File: config.mk
export PLATFORM = sky130hd
export DESIGN_NAME = lock_button_conditioner
export DESIGN_NICKNAME = d
export VERILOG_FILES = /design/src/rtl/lock_button_conditioner.sv
export SDC_FILE = /design/constraint.sdc
export NUM_CORES = 1
export LEC_CHECK = 0
export ABC_CLOCK_PERIOD_IN_PS = 1250
export BUFFER_PORTS_ARGS = -buffer_cell sky130_fd_sc_hd__buf_2
export CAP_MARGIN = 20
export CELL_PAD_IN_SITES_DETAIL_PLACEMENT = 2
export CELL_PAD_IN_SITES_GLOBAL_PLACEMENT = 2
export CORE_AREA = 2 2 54 56
export DETAILED_ROUTE_END_ITERATION = 7
export DIE_AREA = 0 0 56 58
export PLACE_DENSITY_LB_ADDON = 0.1
export SLEW_MARGIN = 20
export SYNTH_ARGS = -nofsm -noshare
export SYNTH_HDL_FRONTEND = slang
export SYNTH_SLANG_ARGS = --single-unit
export TNS_END_PERCENT = 100
File: constraint.sdc
create_clock -name CLK -period 1.25 [get_ports CLK]
set_input_delay 0.375 -clock CLK [delete_from_list [all_inputs] [get_ports CLK]]
set_output_delay 0.375 -clock CLK [all_outputs]
set_load 0.03 [all_outputs]
File: src/rtl/lock_button_conditioner.sv
// Two-button synchroniser, debouncer and press-pulse arbiter.
// Emits one-cycle, mutually exclusive press pulses for the lock FSM.
module lock_button_conditioner #(
  parameter int SYNC_STAGES = 2,
  parameter int DB_CYCLES   = 16,
  localparam int CNT_W      = $clog2(DB_CYCLES + 1)
) (
  input  logic CLK,
  input  logic RESET,
  input  logic btn0_raw,
  input  logic btn1_raw,
  output logic but_0,
  output logic but_1,
  output logic btn_err
);

  typedef enum logic [1:0] {
    REL,
    REL_CHK,
    PRS,
    PRS_CHK
  } st_t;

  localparam logic [CNT_W-1:0] LAST = CNT_W'(DB_CYCLES - 1);
  localparam logic [CNT_W-1:0] ONE  = CNT_W'(1);

  logic [SYNC_STAGES-1:0] sync [2];
  logic                   raw  [2];
  logic                   s_n  [2];

  st_t              st     [2];
  st_t              st_nx  [2];
  logic [CNT_W-1:0] cnt    [2];
  logic [CNT_W-1:0] cnt_nx [2];
  logic             ev     [2];
  logic             prs    [2];

  assign raw[0] = btn0_raw;
  assign raw[1] = btn1_raw;

  // Raw pins feed the first flop directly; nothing in front of it.
  always_ff @(posedge CLK or negedge RESET) begin
    if (!RESET) begin
      sync[0] <= '0;
      sync[1] <= '0;
    end else begin
      for (int i = 0; i < 2; i++) begin
        sync[i] <= {sync[i][SYNC_STAGES-2:0], raw[i]};
      end
    end
  end

  always_comb begin
    for (int i = 0; i < 2; i++) begin
      s_n[i]    = sync[i][SYNC_STAGES-1];
      prs[i]    = (st[i] == PRS) || (st[i] == PRS_CHK);
      st_nx[i]  = st[i];
      cnt_nx[i] = cnt[i];
      ev[i]     = 1'b0;
      unique case (st[i])
        REL: begin
          if (s_n[i]) begin
            st_nx[i]  = REL_CHK;
            cnt_nx[i] = ONE;
          end else begin
            cnt_nx[i] = '0;
          end
        end
        REL_CHK: begin
          if (!s_n[i]) begin
            st_nx[i]  = REL;
            cnt_nx[i] = '0;
          end else if (cnt[i] == LAST) begin
            st_nx[i]  = PRS;
            cnt_nx[i] = '0;
            ev[i]     = 1'b1;
          end else begin
            cnt_nx[i] = cnt[i] + ONE;
          end
        end
        PRS: begin
          if (!s_n[i]) begin
            st_nx[i]  = PRS_CHK;
            cnt_nx[i] = ONE;
          end else begin
            cnt_nx[i] = '0;
          end
        end
        PRS_CHK: begin
          if (s_n[i]) begin
            st_nx[i]  = PRS;
            cnt_nx[i] = '0;
          end else if (cnt[i] == LAST) begin
            st_nx[i]  = REL;
            cnt_nx[i] = '0;
          end else begin
            cnt_nx[i] = cnt[i] + ONE;
          end
        end
        default: begin
          st_nx[i]  = REL;
          cnt_nx[i] = '0;
        end
      endcase
    end
  end

  always_ff @(posedge CLK or negedge RESET) begin
    if (!RESET) begin
      st[0]   <= REL;
      st[1]   <= REL;
      cnt[0]  <= '0;
      cnt[1]  <= '0;
      but_0   <= 1'b0;
      but_1   <= 1'b0;
      btn_err <= 1'b0;
    end else begin
      for (int i = 0; i < 2; i++) begin
        st[i]  <= st_nx[i];
        cnt[i] <= cnt_nx[i];
      end
      // A press while the other button is held, or a tie, is rejected.
      but_0   <= ev[0] && !ev[1] && !prs[1];
      but_1   <= ev[1] && !ev[0] && !prs[0];
      btn_err <= (ev[0] && ev[1]) ||
                 (ev[0] && prs[1]) ||
                 (ev[1] && prs[0]);
    end
  end

endmodule

==> results by group <==
Power and ir drop
  • Peak supply drop: 0.000583 V
  • Standby leakage power: 0.000505 µW
  • Power per Cell Area: 997 mW/mm²

Finish
  • Fill cell instance count of the final layout: 283
  • Post-route cell area: 0.00114 mm²
  • Net count reported at finish: 101
  • Antenna Diode Count: 0
  • Fin cells: 125
  • Area growth from synthesis to layout: 34.2%
  • Post-layout utilization of the core: 43.0%
  • Share of layout cells above drive strength 1: 36.2%
  • Area used by sequential logic in the layout: 526 µm²
  • Combined area of the multi-input logic cells: 393 µm²

GRT
  • Pin count of the biggest net entering global routing: 22
  • Wire length of the first global-routing pass: 3430 µm
  • Initial antenna violation count: 0
  • Overall fraction of global-route tracks in use: 13.8%
  • Residual overflow from global routing: 0
  • Number of global-route vias before repair: 691

Route
  • Number of vias per cell after detailed routing: 4.91
  • Count of antenna-violating nets left after detailed routing: 0
  • # DRC: 0
  • Via count of the routed design: 614
  • Routed wire per std cell: 16.0 µm
  • Iteration-0 DRC Markers: 7
  • Total wire length after detailed routing: 2000 µm
  • Initial DRT Pass Iterations: 4

Timing
  • RSZ-0062 raised after global routing: true
  • Period utilisation layout: 100%
  • Total count of hold-check failures in the final report: 0
  • Final TNS setup: -0.00360 ns
  • Minimum setup slack in the final design: -0.00360 ns
  • Post-route minimum period: 1.25 ns
  • Setup Skew: 0.00183 ns
  • Max-slew violation count: 0
  • Number of failing setup endpoints in the final timing report: 1
  • Maximum frequency from static timing analysis: 798 MHz
  • Actual slew at the worst max-slew pin: 0.474 ns
  • Relative max-transition margin: 68.4%

Synth
  • Yosys cell types: 27
  • Sequential cell area fraction in the yosys report: 61.7%
  • Synth Cell Area: 852 µm²
  • Synthesized netlist cell count: 70
  • Warnings from Yosys: 0
  • Number of synthesized register bits: 21
  • Avg Inst Size Synth: 12.2 µm²
  • Syn nets: 76

Setup path
  • Crit. End Element: flip-flop
  • Category of the worst setup path launch point: flip-flop
  • Reg-to-reg slack, setup: -0.004 ns
  • CP arrival: 1.51 ns
  • Worst-path maximum fanout: 4
  • Crit path required time: 1.51 ns
  • Classification of the worst setup path: reg -> reg

Placed design
  • Input/output buffers: 6
  • Cell total after placement: 116
  • Instance area at placement: 991 µm²
  • Placed wire-length estimate: 1350 µm
  • Global placer's final weighted congestion: 0.705

Floorplanning
  • Die outline width: 56 µm
  • Core Box Area: 0.00266 mm²
  • Num ports: 7
  • Y dimension of the die: 58 µm
  • Total Die Area: 0.00325 mm²
  • Rows: 19
  • Initial Util: 32.0%

Clock network
  • Clock sink count: 21
  • Register clock-pin slew on the reported worst setup and hold paths: 0.12 ns
  • CTS H-Tree Depth: 1
  • Clock tree from TritonCTS: built
  • CTS max path bufs: 2
  • Clock latency at the later pin of the worst-skew pair: 0.31 ns
  • Clock buffers created by TritonCTS: 3
  • Clock tree root buffer cell: sky130_fd_sc_hd__clkbuf_4

Worst hold path
  • Path type of the worst min-delay path: in -> reg

Outcome
  • Result of the run: finished, violations left
  • Failing checks: setup timing

Flow run
  • # Max-Cap Violations: 0
through the flow:
| step | hold WS, ns | setup slack, ns | total power [µW] |
|---|---|---|---|
| 2_1_floorplan | 0.0794 | 0.0157 | 751 |
| 3_3_place_gp | 0.334 | -0.0693 | 795 |
| 3_5_place_dp | 0.345 | -0.114 | 798 |
| 4_1_cts | 0.0123 | -0.0167 | 1140 |
| 5_1_grt | 0.123 | -0.0777 | 1220 |
| 6_report | 0.161 | -0.00360 | 1140 |
cells by family (layout without fill, tap and decap cells):
logic type	count (synthesis)	after routing	synth area share [%]
AO/OA/AOI/OAI	9	9	7.49
XOR/XNOR	4	4	4.11
adder cells (fa/ha/maj)	2	2	2.94
buffers and inverters	1	25	0.440
flip-flops	21	21	61.7
AND/OR/NAND/NOR	33	33	23.3
worst max-delay path, cell delays in order, from the launching register on:
cell                       delay (ns)
sky130_fd_sc_hd__dfrtp_1         0.38
sky130_fd_sc_hd__ha_2            0.19
sky130_fd_sc_hd__and4b_4         0.28
sky130_fd_sc_hd__nand4b_1        0.13
sky130_fd_sc_hd__o2bb2a_4        0.22
worst paths after layout:
kind                               start       to  cells after the start
worst max-delay path              cnt[1]  btn_err                      4
worst min-delay path            btn0_raw  sync[2]                      1
worst max register to register    cnt[1]  btn_err                      4
worst min register to register   sync[2]   s_n[1]                      0
max in group asynchronous          RESET    but_1                      2
min in group asynchronous          RESET   cnt[8]                      2
final cells by class:
type	count	share of cell area, %
inverter	1	0.328
sequential	21	46.0
timing repair buffer	20	13.7
tap	31	3.39
clock buffer	4	2.30
multi-input combinational	48	34.4
per-layer routing:
| metal | global-route usage [%] | part of all wire, % | vias up |
|---|---|---|---|
| li1 | - | - | 294 |
| met4 | 5.10 | 1.1 | 0 |
| met1 | 18.8 | 46 | 311 |
| met3 | 2.68 | 2.0 | 2 |
| met5 | 0 | 0 | - |
| met2 | 22.2 | 51 | 7 |
report_power, final:
part	leakage [µW]	switching, µW	total (µW)	internal (µW)
clock	0.0000150	213	337	125
combinational	0.000215	41.8	86.3	44.5
sequential	0.000275	19.4	717	697
total	0.000505	274	1140	867
state kept, by name (all words and copies together) (netlist names), named ones only:
| signal | cells |
|---|---|
| btn_err | 1 |
| but_0 | 1 |
| but_1 | 1 |
| cnt | 10 |
| s_n | 2 |
| st | 2 |
| sync | 2 |
cell usage in the layout, fill, tap and decap left out, types with 2 or more instances in the layout:
cell type | Yosys | layout
sky130_fd_sc_hd__buf_6 | 0 | 3
sky130_fd_sc_hd__nand2_1 | 7 | 7
sky130_fd_sc_hd__dfrtp_1 | 21 | 21
sky130_fd_sc_hd__buf_2 | 0 | 3
sky130_fd_sc_hd__nand3_1 | 4 | 3
sky130_fd_sc_hd__nand2b_4 | 1 | 2
sky130_fd_sc_hd__a21oi_1 | 2 | 2
sky130_fd_sc_hd__a31oi_1 | 2 | 2
sky130_fd_sc_hd__nor2_1 | 6 | 5
sky130_fd_sc_hd__buf_4 | 0 | 13
sky130_fd_sc_hd__clkbuf_4 | 0 | 3
sky130_fd_sc_hd__nand4b_1 | 2 | 2
sky130_fd_sc_hd__nand4_1 | 2 | 2
sky130_fd_sc_hd__and3_1 | 2 | 2
sky130_fd_sc_hd__xnor2_1 | 3 | 3
synthesized netlist by cell type (all sizes together):
library cell,n,share of area (%)
a21bo,1,1.2
nor2b,1,0.73
nand2,7,3.1
o21ai,1,0.59
a21oi,2,1.2
and2,1,0.73
nor2,6,2.6
dfrtp,21,62
a21o,1,0.88
and4b,1,1.6
nand4b,2,2.1
xnor2,3,3.1
nand3,4,2.3
and3,3,2.3
inv,1,0.44
a311oi,1,1.0
nand4,2,1.5
nor4,1,1.5
o2bb2a,1,1.2
nor3b,1,0.88
nand2b,3,3.1
or2b,1,0.88
ha,2,2.9
xor2,1,1.0
a31oi,2,1.5
what timing repair did:
item | in CTS | in global routing
endpoints found under the hold margin | 0 | 10
pin swaps | 2 | 7
hold buffers | 0 | 1
setup buffers | 3 | 1
endpoints found under the setup margin | 4 | 13
gates resized for setup | 2 | 20
No activity file was read; power rests on OpenSTA's default activity.
